[config.mk]
export PLATFORM = sky130hd
export DESIGN_NAME = reg_bus_arbiter
export DESIGN_NICKNAME = d
export VERILOG_FILES = /design/src/rtl/reg_bus_arbiter.sv
export SDC_FILE = /design/constraint.sdc
export NUM_CORES = 1
export LEC_CHECK = 0
export ABC_AREA = 1
export CORE_MARGIN = 3
export CORE_UTILIZATION = 43
export DETAILED_ROUTE_END_ITERATION = 10
export PLACE_DENSITY = 0.94
export SYNTH_ARGS = -nofsm -noshare
export SYNTH_HDL_FRONTEND = slang
export SYNTH_SLANG_ARGS = --single-unit
[constraint.sdc]
create_clock -name clk -period 3.07 [get_ports clk]
set_clock_uncertainty 0.15 [all_clocks]
set_input_delay 0.614 -clock clk [delete_from_list [all_inputs] [get_ports clk]]
set_output_delay 0.614 -clock clk [all_outputs]
set_load 0.1 [all_outputs]
[src/rtl/reg_bus_arbiter.sv]
// Arbitrates N_REQ register-bus requesters onto one cmd/addr/data bus; optional macro REG_ARB_FIXED_PRIO_EN selects fixed priority.
// Latency: accept at t, bus command at t+1, write completion at t+2, read completion at t+2+RD_LAT.
// Backpressure: req_rdy only in IDLE, one-hot to the winner; losers hold their request until granted.
module reg_bus_arbiter #(
    parameter int N_REQ  = 4,
    parameter int RD_LAT = 1
) (
    input  logic                  clk,
    input  logic                  rstn,
    input  logic [N_REQ-1:0]      req_vld,
    input  logic [2*N_REQ-1:0]    req_cmd,
    input  logic [8*N_REQ-1:0]    req_addr,
    input  logic [32*N_REQ-1:0]   req_wdata,
    output logic [N_REQ-1:0]      req_rdy,
    output logic [N_REQ-1:0]      rsp_vld,
    output logic [31:0]           rsp_rdata,
    output logic [1:0]            cmd,
    output logic [7:0]            cmd_addr,
    output logic [31:0]           cmd_data_m2s,
    input  logic [31:0]           cmd_data_s2m
);

    localparam int IW = (N_REQ > 1) ? $clog2(N_REQ) : 1;
    localparam logic [1:0] CMD_IDLE  = 2'b00;
    localparam logic [1:0] CMD_WRITE = 2'b01;
    localparam logic [1:0] CMD_READ  = 2'b10;
    localparam logic [2:0] RD_CNT_INIT = 3'(RD_LAT - 1);

    typedef enum logic [1:0] {
        ST_IDLE    = 2'd0,
        ST_ISSUE   = 2'd1,
        ST_RD_WAIT = 2'd2
    } state_t;

    state_t            state;
    state_t            state_nxt;
    logic [N_REQ-1:0]  eligible;
    logic              found;
    logic [IW-1:0]     winner;
    logic              accept;
    logic [1:0]        lat_cmd;
    logic [7:0]        lat_addr;
    logic [31:0]       lat_wdata;
    logic [IW-1:0]     lat_idx;
    logic [2:0]        rd_cnt;
    logic [N_REQ-1:0]  rsp_vld_q;
    logic [31:0]       rsp_rdata_q;

    // Only WRITE and READ are grantable; 00/11 never reach the bus.
    always_comb begin
        eligible = '0;
        for (int i = 0; i < N_REQ; i++) begin
            eligible[i] = req_vld[i] &&
                          (req_cmd[2*i +: 2] == CMD_WRITE || req_cmd[2*i +: 2] == CMD_READ);
        end
    end

`ifdef REG_ARB_FIXED_PRIO_EN
    always_comb begin
        found  = 1'b0;
        winner = '0;
        for (int i = N_REQ - 1; i >= 0; i--) begin
            if (eligible[i]) begin
                found  = 1'b1;
                winner = IW'(i);
            end
        end
    end
`else
    logic [IW-1:0] last_grant;
    int            rr_idx;

    // Scan offsets from farthest to nearest so the nearest eligible index after last_grant wins.
    always_comb begin
        found  = 1'b0;
        winner = '0;
        rr_idx = 0;
        for (int k = N_REQ; k >= 1; k--) begin
            rr_idx = int'(last_grant) + k;
            if (rr_idx >= N_REQ) begin
                rr_idx = rr_idx - N_REQ;
            end
            if (eligible[rr_idx]) begin
                found  = 1'b1;
                winner = IW'(rr_idx);
            end
        end
    end

    always_ff @(posedge clk) begin
        if (!rstn) begin
            last_grant <= IW'(N_REQ - 1);
        end else if (accept) begin
            last_grant <= winner;
        end
    end
`endif

    assign accept = rstn && (state == ST_IDLE) && found;

    always_comb begin
        req_rdy = '0;
        if (accept) begin
            req_rdy[winner] = 1'b1;
        end
    end

    always_ff @(posedge clk) begin
        if (!rstn) begin
            state <= ST_IDLE;
        end else begin
            state <= state_nxt;
        end
    end

    always_comb begin
        state_nxt = state;
        case (state)
            ST_IDLE:    if (accept) state_nxt = ST_ISSUE;
            ST_ISSUE:   state_nxt = (lat_cmd == CMD_READ) ? ST_RD_WAIT : ST_IDLE;
            ST_RD_WAIT: if (rd_cnt == 3'd0) state_nxt = ST_IDLE;
            default:    state_nxt = ST_IDLE;
        endcase
    end

    always_ff @(posedge clk) begin
        if (!rstn) begin
            lat_cmd     <= CMD_IDLE;
            lat_addr    <= '0;
            lat_wdata   <= '0;
            lat_idx     <= '0;
            rd_cnt      <= '0;
            rsp_vld_q   <= '0;
            rsp_rdata_q <= '0;
        end else begin
            rsp_vld_q <= '0;
            case (state)
                ST_IDLE: begin
                    if (accept) begin
                        lat_cmd   <= req_cmd[int'(winner)*2 +: 2];
                        lat_addr  <= req_addr[int'(winner)*8 +: 8];
                        lat_wdata <= req_wdata[int'(winner)*32 +: 32];
                        lat_idx   <= winner;
                    end
                end
                ST_ISSUE: begin
                    if (lat_cmd == CMD_READ) begin
                        rd_cnt <= RD_CNT_INIT;
                    end else begin
                        rsp_vld_q[lat_idx] <= 1'b1;
                        rsp_rdata_q        <= '0;
                    end
                end
                ST_RD_WAIT: begin
                    if (rd_cnt == 3'd0) begin
                        rsp_vld_q[lat_idx] <= 1'b1;
                        rsp_rdata_q        <= cmd_data_s2m;
                    end else begin
                        rd_cnt <= rd_cnt - 3'd1;
                    end
                end
                default: ;
            endcase
        end
    end

    // The bus is driven only during ISSUE; read commands never carry write data.
    assign cmd          = (state == ST_ISSUE) ? lat_cmd : CMD_IDLE;
    assign cmd_addr     = (state == ST_ISSUE) ? lat_addr : 8'h00;
    assign cmd_data_m2s = (state == ST_ISSUE && lat_cmd == CMD_WRITE) ? lat_wdata : 32'h0;
    assign rsp_vld      = rsp_vld_q;
    assign rsp_rdata    = rsp_rdata_q;

endmodule

==> results of run 1 <==
worst paths after layout:
kind	end	cells past startpoint	startpoint	slack, ns
setup / recovery	req_rdy[0]	14	req_cmd[7]	0.15
hold / removal	lat_wdata[3]	2	lat_wdata[3]	0.30
setup reg to reg	lat_wdata[13]	13	last_grant[0]	0.66
hold reg to reg	lat_wdata[3]	2	lat_wdata[3]	0.30
power by group through the flow:
| stage | logic (W) | registers, W | clock network [W] |
|---|---|---|---|
| floorplan | 0.00335 | 0.00222 | 0 |
| global placement | 0.00519 | 0.00161 | 0 |
| detailed placement | 0.00532 | 0.00163 | 0 |
| CTS | 0.00539 | 0.00161 | 0.00124 |
| global route | 0.00589 | 0.00165 | 0.00129 |
| finish | 0.00542 | 0.00161 | 0.00122 |
area by class of cell:
| type | instances | share of cell area, % |
|---|---|---|
| repair buffers | 322 | 37.1 |
| multi-input cells | 623 | 33.0 |
| flip-flops and latches | 87 | 18.8 |
| inverters | 133 | 5.41 |
| clock buffers | 10 | 2.57 |
| well taps | 168 | 2.26 |
| clock inverters | 5 | 0.956 |
| diodes | 1 | 0.0269 |
critical path: stages:
cell	delay, ns
dlygate4sd2_1	0.24
inv_1	0.05
nand2_1	0.06
nand4_1	0.10
nand2_2	0.10
buf_4	0.15
nand2_1	0.05
nand2_1	0.05
nand3_1	0.06
nand2_1	0.07
nand2_2	0.17
inv_2	0.11
nor2_4	0.14
buf_12	0.18
layout by cell type (no fill, tap or decap):
cell type,n
a21oi_1,38
a22oi_1,1
a31oi_1,1
buf_12,43
buf_4,74
bufinv_16,2
clkbuf_16,9
clkbuf_2,3
clkbuf_8,1
clkdlybuf4s15_1,3
clkdlybuf4s50_1,193
clkinv_1,3
clkinvlp_4,1
dfxtp_1,86
dfxtp_2,1
diode_2,1
dlygate4sd2_1,6
ha_1,5
inv_1,125
inv_2,4
inv_6,2
inv_8,1
nand2_1,305
nand2_2,9
nand2_4,2
nand3_1,196
nand3_2,2
nand4_1,9
nor2_1,7
nor2_2,2
nor2_4,35
o21ai_0,5
o21ai_1,1
o21ai_2,1
o221ai_2,1
o22ai_1,1
or2_2,1
xnor2_2,1
per-layer routing:
metal / up-vias / routed length, um / GRT usage [%]
met5: - / 0 / 0
met1: 3088 / 7850 / 32.6
met4: 0 / 802 / 11.5
li1: 3355 / - / -
met2: 261 / 10500 / 50.3
met3: 54 / 1570 / 7.10
what timing repair did:
item | 4_1_cts | 5_1_grt
gates resized for setup | 18 | 16
pin swaps | 13 | 9
setup buffers | 4 | 0
endpoints found under the setup margin | 4 | 4
registers in the layout, indices dropped and copies added, names as in the netlist:
register,flops
last_grant,2
lat_addr,8
state,2
lat_cmd,2
lat_wdata,32
rd_cnt,3
rsp_rdata,32
lat_idx,2
rsp_vld,4
kinds of logic after synthesis:
family / after synthesis / share of synthesized area [%]
compound gates: 49 / 4.84
xor+xnor: 1 / 0.306
fa+ha+maj: 5 / 1.18
buf+inv: 191 / 15.5
flops: 87 / 32.7
simple gates: 568 / 45.5
per-stage QoR:
stage	util (%)	power [W]	setup slack [ns]	TNS (ns)
after floorplan	-	0.00557	-0.222	-0.444
after CTS	77.0	0.00824	0.0147	0
after global placement	73.9	0.00681	-0.129	-0.413
after global routing	77.0	0.00883	0.0140	0
final	77.1	0.00825	0.147	0
after detailed placement	73.9	0.00695	-0.199	-1.28
==> summary.txt, run 1 <==
Run status
  – Outcome: finished, final reports clean

Synth
  – Post-synth EDFFs: 0
  – Synth warn: 0
  – Syn_area_per_cell: 5.91 um^2
  – Post-Synthesis Cells: 901
  – Biggest area consumer among synthesized cells: dfxtp_1
  – Unique masters post-synth: 26
  – Ys async rst share: 0%
  – List of most frequent post-synthesis cells: nand2_1 (313), nand3_1 (197), inv_1 (126), dfxtp_1 (87), nor2_1 (43)
  – Register area share after synthesis: 32.7%
  – Synth Flop Type: dfxtp_1
  – Top-count cell post-synth: nand2_1
  – Synth area leaders: dfxtp_1 (33%), nand2_1 (22%), nand3_1 (19%)
  – Mapped cell area: 0.00532 mm^2
  – Synth Register Bits: 87
  – Syn_nets: 1112
  – Post-synth top area share: 32.7%

Layout
  – Layout Cells excl Fill: 1349
  – Storage cell area: 0.00174 mm^2
  – Final net count: 1387
  – Layout area overhead: 74.6%
  – Post-route design area: 0.00930 mm^2
  – Area of the multi-input gates: 0.00306 mm^2
  – Layout cells sized above 1: 16.5%
  – Fillcell total: 860

Power and ir drop
  – Internal cell power: 0.00388 W
  – Combinational power share: 65.7%
  – Clk pwr share: 14.8%
  – Power density cells: 887 mW/mm^2
  – Switching pwr: 0.00436 W
  – Max VDD drop: 1210 uV
  – Power share of the sequential group: 19.5%
  – Leakage: 4.32 nW
  – Sw Ratio: 52.9%

STA
  – Hold_ws: 0.302 ns
  – Slew @ Worst Pin: 0.520 ns
  – Max-slew violations: 0
  – Fmax: 342 MHz
  – Fin. Hold Viols: 0
  – RSZ-0062 raised after global routing: false
  – Final cycle utilization of the critical path: 95.2%
  – Final setup fails: 0
  – Tmin final: 2.92 ns
  – Worst rel slew slack: 65.3%

Floorplanning
  – IO Count: 288
  – Core ar.: 0.0121 mm^2
  – Die H: 117 um
  – FP Rows: 40
  – Die Area: 0.0137 mm^2
  – Initial core utilization: 44.1%
  – Die Width: 117 um

Clock tree
  – H-tree levels: 3
  – Max Buffers Root-to-Sink: 2
  – CTS tree: yes
  – Clk pin slew, worst setup/hold paths: 0.07 ns
  – CTS Hold Bufs: 0
  – CTS Sinks: 87
  – Inserted Clock Buffers: 9
  – Clock Tree Root: clkbuf_16
  – Clk Latency, worst-skew pair: 0.33 ns

Critical path
  – Crit end category: primary output
  – Setup CP Type: in -> out
  – Worst Path Arrival: 2.16 ns
  – Startpoint types: input port
  – Critical path required time: 2.31 ns
  – Crit Path Max Fanout: 6

Global route
  – Largest net degree at the start of global routing: 48
  – Global-route wire length before repair: 31.0 mm
  – Grt total ovfl: 0
  – Initial antenna violation count: 0
  – Vias in the first global route: 6365
  – Gr usage total: 28.4%

Drt
  – Wirelength per Cell: 15.4 um
  – Vias/cell: 5.01
  – Detailed-route via count: 6758
  – Final wirelength: 20.7 mm
  – Routed Antenna Nets: 0
  – Drt pass-1 iters: 7
  – DRC errors left: 0
  – Initial drt markers: 388

Placement
  – Cell count after placement: 1329
  – IO buf count: 287
  – RePlAce Congestion: 0.878
  – Placed Area: 0.00892 mm^2
  – Detailed Place HPWL: 15.6 mm

Worst hold path
  – Tightest Hold Check Type: reg -> reg

Run
  – Max-cap violations: 0
Power figures use the tool's default switching activity.
==> run 2: changes to the inputs <==
--- a/config.mk
+++ b/config.mk
@@ -8,6 +8,7 @@
 export ABC_AREA = 1
 export CORE_MARGIN = 3
 export CORE_UTILIZATION = 43
+export CTS_CLUSTER_DIAMETER = 60
 export DETAILED_ROUTE_END_ITERATION = 10
 export PLACE_DENSITY = 0.94
 export SYNTH_ARGS = -nofsm -noshare
==> results of run 2 <==
The final DEF is identical to that of run 1; final timing and power are the same.
==> run 3: changes to the inputs <==
--- a/config.mk
+++ b/config.mk
@@ -11,6 +11,7 @@
 export CTS_CLUSTER_DIAMETER = 60
 export DETAILED_ROUTE_END_ITERATION = 10
 export PLACE_DENSITY = 0.94
+export SETUP_SLACK_MARGIN = 0.1
 export SYNTH_ARGS = -nofsm -noshare
 export SYNTH_HDL_FRONTEND = slang
 export SYNTH_SLANG_ARGS = --single-unit
==> summary.txt, run 3 (synthesized netlist as in run 1, its figures left out) <==
Layout
  – Number of diodes: 0 (was 1)
  – Area of the multi-input gates: 0.00312 mm^2 (was 0.00306 mm^2)
  – Storage cell area: 0.00175 mm^2 (was 0.00174 mm^2)
  – Fillcell total: 819 (was 860)
  – Layout cells sized above 1: 18.4% (was 16.5%)
  – Layout Cells excl Fill: 1353 (was 1349)
  – Layout area overhead: 76.7% (was 74.6%)
  – Most frequent cells in the layout: nand2_1 (296), nand3_1 (196), clkdlybuf4s50_1 (193), inv_1 (122), dfxtp_1 (86) (was nand2_1 (305), nand3_1 (196), clkdlybuf4s50_1 (193), inv_1 (125), dfxtp_1 (86))
  – Final net count: 1391 (was 1387)
  – Most common cell after layout, fill and taps aside: nand2_1 (unchanged)

Placement
  – Detailed Place HPWL: 15.9 mm (was 15.6 mm)
  – Place WS: -0.308 ns (was -0.199 ns)
  – IO buf count: 287 (unchanged)
  – RePlAce Congestion: 0.932 (was 0.878)
  – Cell count after placement: 1330 (was 1329)

Clock tree
  – Max Buffers Root-to-Sink: 2 (unchanged)
  – CTS tree: yes (unchanged)
  – Clock Tree Root: clkbuf_16 (unchanged)
  – Inserted Clock Buffers: 9 (unchanged)
  – Clk pin slew, worst setup/hold paths: 0.06 ns (was 0.07 ns)
  – H-tree levels: 3 (unchanged)
  – CTS Sinks: 87 (unchanged)
  – Clk Latency, worst-skew pair: 0.33 ns (about the same)

STA
  – Setup TNS: 0 ns (unchanged)
  – Fin. Hold Viols: 0 (unchanged)
  – RSZ-0062 raised after global routing: false (unchanged)
  – Tmin final: 2.91 ns (was 2.92 ns)
  – Final setup fails: 0 (unchanged)
  – Fmax: 344 MHz (was 342 MHz)
  – Slew @ Worst Pin: 0.552 ns (was 0.520 ns)
  – Final setup margin: 0.163 ns (was 0.147 ns)
  – Worst rel slew slack: 63.2% (was 65.3%)
  – Hold_ws: 0.301 ns (was 0.302 ns)
  – Final cycle utilization of the critical path: 94.7% (was 95.2%)
  – Max-slew violations: 0 (unchanged)

Floorplanning
  – Die Width: 117 um (unchanged)
  – Initial core utilization: 44.1% (unchanged)
  – Core ar.: 0.0121 mm^2 (unchanged)
  – FP Rows: 40 (unchanged)
  – IO Count: 288 (unchanged)
  – Die H: 117 um (unchanged)
  – Die Area: 0.0137 mm^2 (unchanged)

Critical path
  – Startpoint types: input port (unchanged)
  – Critical path required time: 2.31 ns (about the same)
  – Setup CP Type: in -> out (unchanged)
  – Worst Path Arrival: 2.14 ns (was 2.16 ns)
  – Crit Path Max Fanout: 3 (was 6)
  – Crit end category: primary output (unchanged)

Power and ir drop
  – Power density cells: 884 mW/mm^2 (was 887 mW/mm^2)
  – Leakage: 4.33 nW (was 4.32 nW)
  – Max VDD drop: 746 uV (was 1210 uV)
  – Total power: 0.00832 W (was 0.00825 W)

Global route
  – Largest net degree at the start of global routing: 75 (was 48)
  – Grt total ovfl: 0 (unchanged)
  – Vias in the first global route: 6700 (was 6365)
  – Initial antenna violation count: 0 (unchanged)
  – Global-route wire length before repair: 32.5 mm (was 31.0 mm)
  – Gr usage total: 29.8% (was 28.4%)

Worst hold path
  – Tightest Hold Check Type: reg -> reg (unchanged)

Drt
  – Vias/cell: 5.21 (was 5.01)
  – DRC errors left: 0 (unchanged)
  – Drt pass-1 iters: 5 (was 7)
  – Detailed-route via count: 7046 (was 6758)
  – Initial drt markers: 511 (was 388)
  – Final wirelength: 21.9 mm (was 20.7 mm)
  – Routed Antenna Nets: 0 (unchanged)
  – Wirelength per Cell: 16.2 um (was 15.4 um)

Run
  – Max-cap violations: 0 (unchanged)

Run status
  – Outcome: finished, final reports clean (unchanged)
-- run 3: per-stage QoR --
step                cell area [um^2]  utilization, %
CTS                             9340            77.4
global placement                9010            74.7
global route                    9410            78.0
finish                          9410            78.0
floorplan                       5620               -
detailed placement              9010            74.7
-- run 3: routing by layer --
metal | wire length (um) | global-route usage [%] | up-vias
met5 | 0 | 0 | -
met4 | 900 | 12.6 | 0
met3 | 1870 | 6.89 | 80
met2 | 11100 | 54.0 | 358
met1 | 8000 | 33.3 | 3252
li1 | - | - | 3356
-- run 3: where the power goes --
group	switching (W)	leakage, nW	internal [W]
logic	0.00380	3.47	0.00179
registers	0.000184	0.712	0.00144
clock network	0.000504	0.148	0.000595
total	0.00449	4.33	0.00383
-- run 3: area by class of cell --
class	instances	share of cell area, %
multi-input cells	623	33.2
inverters	133	5.53
clock inverters	6	0.612
repair buffers	326	37.3
well taps	168	2.23
clock buffers	10	2.54
flip-flops and latches	87	18.6
-- run 3: path summary, 6_finish.rpt --
| path | from | endpoint | slack (ns) | cells past startpoint |
|---|---|---|---|---|
| min | lat_wdata[12] | lat_wdata[12] | 0.30 | 2 |
| max | req_vld[1] | req_rdy[0] | 0.16 | 11 |
| max reg2reg | last_grant[0] | lat_wdata[29] | 0.58 | 16 |
| min reg2reg | lat_wdata[12] | lat_wdata[12] | 0.30 | 2 |
-- run 3: worst max-delay path: stages --
cell and delay, ns:
dlygate4sd2_1 0.27, nand3_4 0.09, o21ai_4 0.18, buf_4 0.14, nor2_1 0.04, nand2_1 0.08, nand3_1 0.16, nor2_4 0.20
inv_4 0.06, nor2_4 0.12, buf_12 0.18
-- run 3: repair_timing --
action                                 4_1_cts  5_1_grt
endpoints found under the hold margin        0        0
setup endpoints to repair                    4        4
hold buffers                                 0        0
pin swaps                                   17       17
setup buffers                                3        5
gates resized for setup                     31       27
